--- src/rtl/lsu_stage.sv ---
// lsu_stage: load/store stage; issues one word-aligned memory request per instruction,
// aligns byte lanes, extends load data and hands the result to writeback.
module lsu_stage #(
  parameter int ADDR_W  = 32,
  parameter int DATA_W  = 32,
  parameter int TIMEOUT = 255,
  parameter int CNT_W   = 8
) (
  input  logic              clk,
  input  logic              rst,
  input  logic              in_valid,
  output logic              in_ready,
  input  logic [ADDR_W-1:0] in_alu,
  input  logic [DATA_W-1:0] in_wdata,
  input  logic              in_memread,
  input  logic              in_memwrite,
  input  logic [2:0]        in_memop,
  output logic              out_valid,
  input  logic              out_ready,
  output logic [DATA_W-1:0] out_data,
  output logic              out_err,
  output logic              mem_req_valid,
  input  logic              mem_req_ready,
  output logic [ADDR_W-1:0] mem_req_addr,
  output logic              mem_req_wen,
  output logic [DATA_W-1:0] mem_req_wdata,
  output logic [3:0]        mem_req_wstrb,
  input  logic              mem_resp_valid,
  output logic              mem_resp_ready,
  input  logic [DATA_W-1:0] mem_resp_rdata,
  input  logic              mem_resp_err
);
  typedef enum logic [1:0] {IDLE, REQ, WAIT, DONE} state_t;
  state_t state, state_n;
  logic [ADDR_W-1:0] addr;
  logic [DATA_W-1:0] wd, data_q, data_n, r, ld;
  logic [2:0] op;
  logic st, err_q, err_n, req, wr, in_mem, bad;
  logic [CNT_W-1:0] cnt, cnt_n;
  assign in_mem = in_memread | in_memwrite;
  // illegal encodings for the op kind, or an access not naturally aligned
  assign bad = (in_memwrite ? (in_memop[2] || in_memop[1:0] == 2'b11)
                            : (in_memop == 3'b011 || in_memop[2:1] == 2'b11))
            || (in_memop[1:0] == 2'b01 && in_alu[0])
            || (in_memop[1:0] == 2'b10 && in_alu[1:0] != 2'b00);
  assign r = mem_resp_rdata >> {addr[1:0], 3'b000};
  assign ld = op[1:0] == 2'b00 ? {{24{~op[2] & r[7]}}, r[7:0]}
            : op[1:0] == 2'b01 ? {{16{~op[2] & r[15]}}, r[15:0]} : r;
  assign req = state == REQ;
  assign wr = req & st;
  assign in_ready = state == IDLE;
  assign out_valid = state == DONE;
  assign out_data = data_q;
  assign out_err = err_q;
  assign mem_req_valid = req;
  assign mem_req_addr = req ? {addr[ADDR_W-1:2], 2'b00} : '0;
  assign mem_req_wen = wr;
  assign mem_req_wdata = wr ? wd << {addr[1:0], 3'b000} : '0;
  assign mem_req_wstrb = wr ? (op[1:0] == 2'b00 ? 4'b0001 : op[1:0] == 2'b01 ? 4'b0011 : 4'b1111) << addr[1:0] : 4'b0000;
  assign mem_resp_ready = state == WAIT;
  always_comb begin
    state_n = state;
    data_n = data_q;
    err_n = err_q;
    cnt_n = cnt;
    case (state)
      IDLE: if (in_valid) begin
        state_n = in_mem && !bad ? REQ : DONE;
        data_n = in_mem ? '0 : DATA_W'(in_alu);
        err_n = in_mem && bad;
      end
      REQ: if (mem_req_ready) begin
        state_n = WAIT;
        cnt_n = '0;
      end
      WAIT: if (mem_resp_valid) begin
        state_n = DONE;
        data_n = st ? '0 : ld;
        err_n = mem_resp_err;
      end else if (TIMEOUT != 0 && cnt == CNT_W'(TIMEOUT - 1)) begin
        state_n = DONE;
        data_n = '0;
        err_n = 1'b1;
      end else cnt_n = cnt + 1'b1;
      default: if (out_ready) state_n = IDLE;
    endcase
  end
  always_ff @(posedge clk) begin
    if (rst) begin
      state <= IDLE;
      data_q <= '0;
      err_q <= 1'b0;
      cnt <= '0;
      addr <= '0;
      wd <= '0;
      op <= '0;
      st <= 1'b0;
    end else begin
      state <= state_n;
      data_q <= data_n;
      err_q <= err_n;
      cnt <= cnt_n;
      if (state == IDLE && in_valid) begin
        addr <= in_alu;
        wd <= in_wdata;
        op <= in_memop;
        st <= in_memwrite;
      end
    end
  end
endmodule

--- config.mk ---
export PLATFORM = sky130hd
export DESIGN_NAME = lsu_stage
export DESIGN_NICKNAME = d
export VERILOG_FILES = /design/src/rtl/lsu_stage.sv
export SDC_FILE = /design/constraint.sdc
export NUM_CORES = 1
export LEC_CHECK = 0
export ABC_AREA = 1
export ABC_CLOCK_PERIOD_IN_PS = 2530
export BUFFER_PORTS_ARGS = -buffer_cell sky130_fd_sc_hd__buf_2
export CORE_UTILIZATION = 45
export DETAILED_ROUTE_END_ITERATION = 8
export PLACE_DENSITY = 0.73
export SLEW_MARGIN = 5
export SYNTH_ARGS = -nofsm -noshare
export SYNTH_HDL_FRONTEND = slang
export SYNTH_SLANG_ARGS = --single-unit
--- constraint.sdc ---
create_clock -name clk -period 2.53 [get_ports clk]
set_clock_uncertainty 0.2 [all_clocks]
set_input_delay 0.759 -clock clk [delete_from_list [all_inputs] [get_ports clk]]
set_output_delay 0.759 -clock clk [all_outputs]
set_load 0.1 [all_outputs]
Word level (Yosys, flattened, before mapping)
Index checks and enable logic that the tools add are counted.
W data, S select, Z words.
{ "totals": {"mem_count": 0, "output_inout_bits": 106, "latchBits": 0, "ramBits": 0, "rom_bits": 0, "regBits": 111} }
{ "classes": {"magnitude_cmp": 0, "muxes": 29, "n_eq_ne": 15, "n_bitwise": 5, "div": 0, "n_mul": 0, "n_reduce_logical": 19, "n_addsub": 1, "n_shift": 3} }
{ "op_table": {"columns": ["cell", "count"], "rows": [
  ["$mux W32", 9],
  ["$pmux W32 S2", 1],
  ["$shl A32 B5 Y32", 1],
  ["$shr A32 B5 Y32", 1],
  ["$mux W8", 3],
  ["$pmux W8 S2", 1],
  ["$mux W2", 6],
  ["$mux W4", 3],
  ["$eq A2 B2 Y1 const B", 5],
  ["$add A8 B1 Y8 const B", 1],
  ["$eq A8 B8 Y1 const B", 1],
  ["$ne A2 B2 Y1 const B", 4],
  ["$reduce_and A4 Y1", 2],
  ["$eq A2 B1 Y1 const B", 3],
  ["$pmux W2 S3", 1],
  ["$reduce_bool A2 Y1", 3],
  ["$logic_and A1 B1 Y1", 5],
  ["$logic_not A2 Y1", 2],
  ["$logic_or A1 B1 Y1", 4],
  ["$mux W1", 4],
  ["$reduce_bool A4 Y1", 1],
  ["$shl A4 B2 Y4", 1],
  ["$and A1 B1 Y1", 3],
  ["$eq A3 B2 Y1 const B", 1],
  ["6 further kinds", 6]
]} }

Logic depth before layout (Yosys ltp)
Gate-level depths: netlist of the first run.
{ "depth": {"depth_word": 10, "depth_mapped": 12, "depth_no_buf": 11} }

Least setup slack after synthesis of the first run
Ideal clock, no wire load.
{ "synth_path": {"path_type": "register to output", "from": "reg state[1]", "to": "out mem_req_wdata[0]", "arrival_time_ns": 4.806, "path_slack_ns": -3.235, "path_stages_with_launch": 10, "t_required_ns": 1.571, "path_cell_list": "dfxtp_1 inv_1 ha_1 buf_2 nand2_1 nor2_1 inv_1 nor2_1 inv_1 nor2_1"} }
{ "synth_between": {"elab_chain_cells": 3} }
{ "synth_rtl": {"columns": ["element", "line", "source"], "rows": [
  ["start, declared", "34", "state_t state, state_n;"],
  ["start signal, assigned", "99", "state <= state_n;"],
  ["$eq A2 B1 Y1", "49", "assign req = state == REQ;"],
  ["named net mem_req_valid", "22", "output logic mem_req_valid,"],
  ["$and A1 B1 Y1", "50", "assign wr = req & st;"],
  ["$mux W32", "58", "assign mem_req_wdata = wr ? wd << {addr[1:0], 3'b000} : '0;"],
  ["end, declared", "26", "output logic [DATA_W-1:0] mem_req_wdata,"]
]} }
The timed path passes the listed nets, and every way through them passes these cells.

Final worst setup path of the first run
{ "layout_path": {"from": "reg state[1]", "to": "out mem_req_wdata[0]"} }
{ "layout_between": {"elab_chain_cells": 3} }
{ "layout_rtl": {"columns": ["element", "line"], "rows": [
  ["$eq A2 B1 Y1", "49"],
  ["$and A1 B1 Y1", "50"],
  ["$mux W32", "58"]
]} }
Every way passes these cells.

==> results.md, run 1 <==
* Final min period at 2.85 ns
* Root Driver: clkbuf_16
* RSZ-0062 raised after global routing: true
* Clk sink count at 111
* Post-DP HPWL at 15.5 mm
* Routability Congestion at 0.910
* VDD IR-drop max at 1.08 mV
* Row cnt at 42
* GRT busiest layer: met2
* Initial antenna violation count at 4
* CTS Buffer Depth at 2
* Place WS at 0.0168 ns
* Non-Filler Instances at 1410
* Startpoint Class: register
* Hold_ws at 0.282 ns
* Maxcap violations at 0
* Setup TNS at -9.48 ns
* Synth Area per Inst at 6.14 sq um
* Crit path required time at 1.57 ns
* Storage cell area at 2230 sq um
* Outcome: complete, but fails checks
* Fillers at 1047
* Synthesized area at 6220 sq um
* Critical path class: reg -> out
* Core Region at 13300 sq um
* Hold wc startpoint: out_data[6]
* Hold bufs inserted after CTS at 0
* IO Count at 214
* Die Wd at 120 microns
* R2R Path End: out_data[17]
* Primary FF master, synth: dfxtp_1
* Min-Delay Path Depth at 2
* Distinct cell type count after synthesis at 29
* Fmax at 351 MHz
* Sequential area share after synthesis at 35.7%
* Failing checks: negative setup slack
* Area delta synth->final at 57.8%
* Commonest cells in the netlist: nand2_1 (221), nor2_1 (215), inv_1 (118)
* Global-route wire length before repair at 33.2 mm
* Final Hold Fails at 0
* Leakage at 0.00428 uW
* Die area at 14300 sq um
* Vias at 7290
* Final Cycle Share at 113%
* Hold Path End: out_data[6]
* GR Util met2 at 45.5%
* Fin nets at 1339
* Drt first pass iters at 5
* Pins Over Slew Limit at 0
* CTS tree: yes
* Final setup fails at 64
* Ys async rst share at 0%
* Post-Synthesis Cells at 1013
* CTS Buf Count at 9
* # placed instances at 1376
* Worst-path clk slew at 0.07 ns
* Count leader, synth: nand2_1
* # DRC at 0
* Worst R2R Start: state[1]
* Layout cells sized above 1 at 32.3%
* Syn. warnings at 0
* Total GRT Usage at 29.2%
* Synth top area share at 35.7%
* Htree depth at 3
* Port Buffers at 211
* Area of the multi-input gates at 3760 sq um
* Worst hold path class: reg -> reg
* Via/cell ratio at 5.17
* Final WL at 21.3 mm
* Clock latency at the later pin of the worst-skew pair at 0.35 ns
* Final setup margin at -0.317 ns
* Vias in the first global route at 6424
* Post-DR wirelength/cell at 15.1 microns
* Die height at 120 microns
* Synth area leader: dfxtp_1
* Initial Util at 46.6%
* EDFF count, synth at 0
* #FFs+latches synth at 111
* Total gr overflow at 0
* Cell Pwr Density at 1110 nW/um^2
* Grt met3 use at 4.56%
* R2R depth at 10
* Critical path capture point type: primary output
* Core Util, Final at 73.6%
* Iteration-0 DRC Markers at 613
* CP arrival at 1.89 ns
* Synth area leaders: dfxtp_1 (36%), nand2_1 (13%), nor2_1 (13%)
* Register-to-register setup slack at 0.24 ns
* Remaining antenna violation count after routing at 0
* Grt met1 use at 40.1%
* Worst-path maximum fanout at 8
* Largest net degree at the start of global routing at 78
-- worst max-delay path by stage --
| stage | startpoint | end |
|---|---|---|
| CTS | state[1] | mem_req_wdata[0] |
| global route | state[1] | mem_req_wdata[0] |
| global placement | state[1] | mem_req_wdata[0] |
| floorplan | state[1] | mem_req_wdata[0] |
| detailed placement | state[1] | mem_req_wdata[0] |
| finish | state[1] | mem_req_wdata[0] |
-- power by group --
part / total (uW) / switching [uW] / internal [uW]
sequential: 2670 / 358 / 2310
clock: 1430 / 640 / 792
combinational: 6770 / 5000 / 1780
total: 10900 / 5990 / 4880
-- routing by layer --
| layer | wire length (microns) | part of all wire (%) |
|---|---|---|
| met1 | 9200 | 43 |
| met2 | 9810 | 46 |
| met3 | 1580 | 7.4 |
| met4 | 702 | 3.3 |
| met5 | 0 | 0 |
-- cell families after synthesis --
kind of cell | Yosys count | synth area share, %
AO/OA/AOI/OAI | 200 | 17.6
XOR/XNOR | 3 | 0.422
adder cells (fa/ha/maj) | 6 | 1.21
buffers and inverters | 191 | 12.6
flip-flops | 111 | 35.7
multiplexers | 1 | 0.161
other | 1 | 0.0602
AND/OR/NAND/NOR | 500 | 32.2
-- timing repair --
action | in CTS | in global routing
endpoints found under the setup margin | 65 | 68
setup buffers | 9 | 6
gates resized for setup | 19 | 33
cloned | 0 | 0
pin swaps | 6 | 2
-- layout by cell type, fill, tap and decap left out, types with 20 or more instances in the layout --
cell | synthesis | routed
inv_1 | 118 | 81
nand2_1 | 221 | 198
buf_12 | 0 | 80
nor2_1 | 215 | 195
nand2_2 | 1 | 21
nand3_1 | 43 | 43
buf_2 | 29 | 141
dfxtp_1 | 111 | 107
buf_4 | 5 | 39
a21oi_1 | 68 | 68
clkinvlp_4 | 0 | 32
o21ai_0 | 97 | 96
nor2_4 | 1 | 20
-- critical path: stages, from the launching register on --
cell and delay (ns):
dfxtp_2 0.33, inv_2 0.07, ha_4 0.14, nand2_4 0.06, nor2_4 0.15, inv_6 0.09
nor2_4 0.13, clkinvlp_4 0.12, buf_12 0.16, nor2_4 0.10, buf_12 0.18
-- per-stage QoR --
stage | cell area (sq um) | power [uW]
2_1_floorplan | 6790 | 7610
3_3_place_gp | 9220 | 9120
3_5_place_dp | 9220 | 9210
4_1_cts | 9660 | 10700
5_1_grt | 9820 | 11500
6_report | 9820 | 10900
-- sequential cells by signal, indices dropped and copies added (netlist names) --
signal / cells
state: 2
cnt: 8
out_data: 32
addr: 32
out_err: 1
st: 1
op: 3
wd: 32
-- cell type report --
type	instances	share of cell area, %
multi-input cells	712	38.3
repair buffers	270	27.7
flip-flops and latches	111	22.7
inverters	121	5.95
clock buffers	10	2.43
well taps	176	2.24
clock inverters	6	0.599
diodes	4	0.102
Power figures use the tool's default switching activity.
==> inputs of run 2 (changes only) <==
--- a/config.mk
+++ b/config.mk
@@ -6,5 +6,4 @@
 export NUM_CORES = 1
 export LEC_CHECK = 0
-export ABC_AREA = 1
 export ABC_CLOCK_PERIOD_IN_PS = 2530
 export BUFFER_PORTS_ARGS = -buffer_cell sky130_fd_sc_hd__buf_2
@@ -16,2 +15,3 @@
 export SYNTH_HDL_FRONTEND = slang
 export SYNTH_SLANG_ARGS = --single-unit
+export TNS_END_PERCENT = 5
==> constraint.sdc (replaced) <==
create_clock -name clk -period 2.53 [get_ports clk]
set_clock_uncertainty 0.2 [all_clocks]
set_input_delay 0.253 -clock clk [delete_from_list [all_inputs] [get_ports clk]]
set_output_delay 0.253 -clock clk [all_outputs]
set_load 0.1 [all_outputs]
==> run 2 against run 1 <==
Compared with the run above:
- the flow now finishes without violations
- setup slack improved by 0.32 ns
- critical path depth decreased by 3
- via count decreased by 9.5%
- core utilization decreased by 3.4 points
- fmax increased by 13%
- power decreased by 18%
- hold slack got worse by 0.24 ns
- clock power increased by 5%
- largest cell class unchanged
- largest power group unchanged
==> results.md, run 2 <==
* Final Hold Fails at 0 (unchanged)
* Fillers at 1017 (was 1047)
* Synth area leader: dfxtp_1 (unchanged)
* Antenna fix cells at 0 (was 4)
* Register-to-register setup slack at 0.41 ns (was 0.24 ns)
* Slowest cell delay on critical path at 0.34 ns (was 0.33 ns)
* Fin nets at 1111 (was 1339)
* Area delta synth->final at 49.7% (was 57.8%)
* WP buf/inv at 2 (was 5)
* Synth top area share at 37.0% (was 35.7%)
* Syn. warnings at 0 (unchanged)
* Core Region at 12800 sq um (was 13300 sq um)
* Post-CTS Setup Bufs at 0 (was 9)
* Die area at 13800 sq um (was 14300 sq um)
* # placed instances at 1090 (was 1376)
* # DRC at 0 (unchanged)
* Non-Filler Instances at 1174 (was 1410)
* Clk sink count at 111 (unchanged)
* Global-route wire length before repair at 32.9 mm (was 33.2 mm)
* Critical path's top delay family: simple AND/OR/NAND/NOR gates (was buffers and inverters)
* Hold_ws at 0.0444 ns (was 0.282 ns)
* Comb pwr share at 55.1% (was 62.3%)
* Crit path to: mem_req_wdata[0] (unchanged)
* Pwr Total at 8920 uW (was 10900 uW)
* Pins Over Slew Limit at 0 (unchanged)
* Total gr overflow at 0 (unchanged)
* Clk network pwr share at 16.8% (was 13.2%)
* Commonest non-fill, non-tap cells in the layout: buf_2 (173), nand2_1 (162), a21oi_1 (115) (was nand2_1 (198), nor2_1 (195), buf_2 (141))
* Ys async rst share at 0% (unchanged)
* Die height at 118 microns (was 120 microns)
* Leakage at 0.00354 uW (was 0.00428 uW)
* Final setup fails at 0 (was 64)
* Worst-path clk slew at 0.07 ns (about the same)
* Iteration-0 DRC Markers at 702 (was 613)
* Vias in the first global route at 6289 (was 6424)
* R2R Path End: out_data[31] (was out_data[17])
* Initial Util at 46.9% (was 46.6%)
* Sequential power share at 28.1% (was 24.5%)
* Synthesized area at 6010 sq um (was 6220 sq um)
* RSZ-0062 raised after global routing: true (unchanged)
* Remaining antenna violation count after routing at 0 (unchanged)
* Slowest-stage cell, CP: dfxtp_2 (unchanged)
* EDFF count, synth at 0 (unchanged)
* Core Util, Final at 70.2% (was 73.6%)
* Critical path class: reg -> out (unchanged)
* Worst Setup SP: state[1] (unchanged)
* Row cnt at 41 (was 42)
* Post-Synthesis Cells at 750 (was 1013)
* Outcome: finished clean (was complete, but fails checks)
* Worst path depth at 7 (was 10)
* Sw Pwr at 4730 uW (was 5990 uW)
* Synth area leaders: dfxtp_1 (37%), nand2_1 (10%), a21oi_1 (9.7%) (was dfxtp_1 (36%), nand2_1 (13%), nor2_1 (13%))
* Root Driver: clkbuf_16 (unchanged)
* Commonest cells in the netlist: nand2_1 (164), a21oi_1 (117), dfxtp_1 (111) (was nand2_1 (221), nor2_1 (215), inv_1 (118))
* Primary FF master, synth: dfxtp_1 (unchanged)
* Post-DR wirelength/cell at 17.8 microns (was 15.1 microns)
* Fmax at 396 MHz (was 351 MHz)
* Maxcap violations at 0 (unchanged)
* Clock latency at the later pin of the worst-skew pair at 0.35 ns (about the same)
* Largest net degree at the start of global routing at 69 (was 78)
* Initial antenna violation count at 0 (was 4)
* Routability Congestion at 0.923 (was 0.910)
* Crit path required time at 2.08 ns (was 1.57 ns)
* Synth Area per Inst at 8.02 sq um (was 6.14 sq um)
* Commonest non-fill, non-tap cell in the layout: buf_2 (was nand2_1)
* Drt first pass iters at 7 (was 5)
* Vias at 6595 (was 7290)
* Final WL at 20.9 mm (was 21.3 mm)
* Final min period at 2.52 ns (was 2.85 ns)
* R2R depth at 7 (was 10)
* Worst-path cell chain: inv_2 > ha_4 > nand2_4 > or2_4 > nor2_4 > and2_4 > buf_12 (was inv_2 > ha_4 > nand2_4 > nor2_4 > inv_6 > nor2_4 > clkinvlp_4 > buf_12 > nor2_4 > buf_12)
* Critical path capture point type: primary output (unchanged)
* Post-DP HPWL at 14.3 mm (was 15.5 mm)
* Distinct cell type count after synthesis at 58 (was 29)
* Layout cells sized above 1 at 32.8% (was 32.3%)
* Htree depth at 3 (unchanged)
* Internal at 4180 uW (was 4880 uW)
* Rel. slew slack at 60.8%
* Sequential area share after synthesis at 37.0% (was 35.7%)
* Die Wd at 118 microns (was 120 microns)
* Worst-path maximum fanout at 16 (was 8)
* Cell Pwr Density at 991 nW/um^2 (was 1110 nW/um^2)
* #FFs+latches synth at 111 (unchanged)
* CTS Buffer Depth at 2 (unchanged)
* Count leader, synth: nand2_1 (unchanged)
* Via/cell ratio at 5.62 (was 5.17)
* CTS tree: yes (unchanged)
* Port Buffers at 211 (unchanged)
* Slew at the pin closest to its max-slew limit at 0.589 ns
* CP arrival at 2.07 ns (was 1.89 ns)
* CTS Buf Count at 9 (unchanged)
* Setup TNS at 0 ns (was -9.48 ns)
* Switching share of power at 53.1% (was 55.1%)
* Total GRT Usage at 29.7% (was 29.2%)
* IO Count at 214 (unchanged)
* Startpoint Class: register (unchanged)
* VDD IR-drop max at 0.427 mV (was 1.08 mV)
* Final Cycle Share at 99.8% (was 113%)
* Worst hold path class: in -> reg (was reg -> reg)
* Worst R2R Start: state[0] (was state[1])
[run 2: cell types whose count changed after synthesis, moves of 15 or more]
cell and delta:
buf_2 -15, nand2_1 -57, o32ai_1 -15, nor2_1 -184, and2_1 +40, a211oi_1 +27, a32oi_1 +15, o21ai_0 -92
nand3_1 -37, inv_1 -108, mux2i_1 +34, a21oi_1 +49
[run 2: power by group through the flow]
stage | registers [uW] | logic, uW | clock network (uW)
CTS | 2500 | 4880 | 1500
detailed placement | 2530 | 4790 | 0
global placement | 2530 | 4730 | 0
finish | 2510 | 4910 | 1500
global route | 2560 | 5160 | 1570
floorplan | 4080 | 2300 | 0
[run 2: how the worst min path moves through the flow]
stage            startpoint        to  slack (ns)  cells after the start
3_3_place_gp       addr[21]  addr[21]        0.24                      2
6_report       mem_resp_err   out_err        0.04                      3
4_1_cts        mem_resp_err   out_err        0.03                      3
2_1_floorplan    in_alu[10]  addr[10]        0.19                      2
5_1_grt        mem_resp_err   out_err        0.08                      3
3_5_place_dp        addr[7]   addr[7]        0.24                      2
[run 2: logic make-up (layout without fill, tap and decap cells)]
family,after synthesis,in the layout,synth area share [%]
multiplexers,44,44,7.76
buffers and inverters,79,330,6.41
flip-flops,111,111,37.0
AO/OA/AOI/OAI,232,232,26.3
AND/OR/NAND/NOR,276,276,21.1
XOR/XNOR,1,1,0.146
adder cells (fa/ha/maj),6,6,1.25
other,1,2,0.0624
[run 2: worst register-to-register path: stages (launching register included)]
cell and delay (ns):
dfxtp_2 0.38, inv_1 0.08, ha_2 0.26, and2b_1 0.21, o21ai_2 0.11, buf_4 0.39
a21oi_1 0.17, a311oi_2 0.25
[run 2: per-stage QoR]
step | setup WS (ns) | cell area (sq um)
finish | 0.00569 | 9000
global route | -0.0596 | 9000
CTS | 0.00722 | 8990
detailed placement | 0.373 | 8000
global placement | 0.426 | 8000
floorplan | -0.176 | 6290
[run 2: cell type report]
| type | instances | area, sq um | share of cell area, % |
|---|---|---|---|
| multi-input combinational | 561 | 3680 | 41.0 |
| timing repair buffer | 303 | 2510 | 27.9 |
| sequential | 111 | 2230 | 24.8 |
| clock buffer | 12 | 256 | 2.85 |
| tap | 172 | 215 | 2.39 |
| clock inverter | 4 | 52.6 | 0.584 |
| inverter | 11 | 43.8 | 0.487 |
[run 2: layer usage]
| metal | track usage [%] | share of wire, % | vias to the layer above |
|---|---|---|---|
| met2 | 48.4 | 47 | 280 |
| met1 | 37.3 | 42 | 3100 |
| li1 | - | - | 3157 |
| met5 | 0 | 0 | - |
| met4 | 14.1 | 3.8 | 0 |
| met3 | 6.20 | 7.3 | 58 |
[run 2: what timing repair did]
item | CTS | global route
pin swaps | 1 | 2
gates resized for setup | 1 | 2
hold buffers | 68 | 0
endpoints found under the setup margin | 8 | 13
endpoints found under the hold margin | 75 | 0
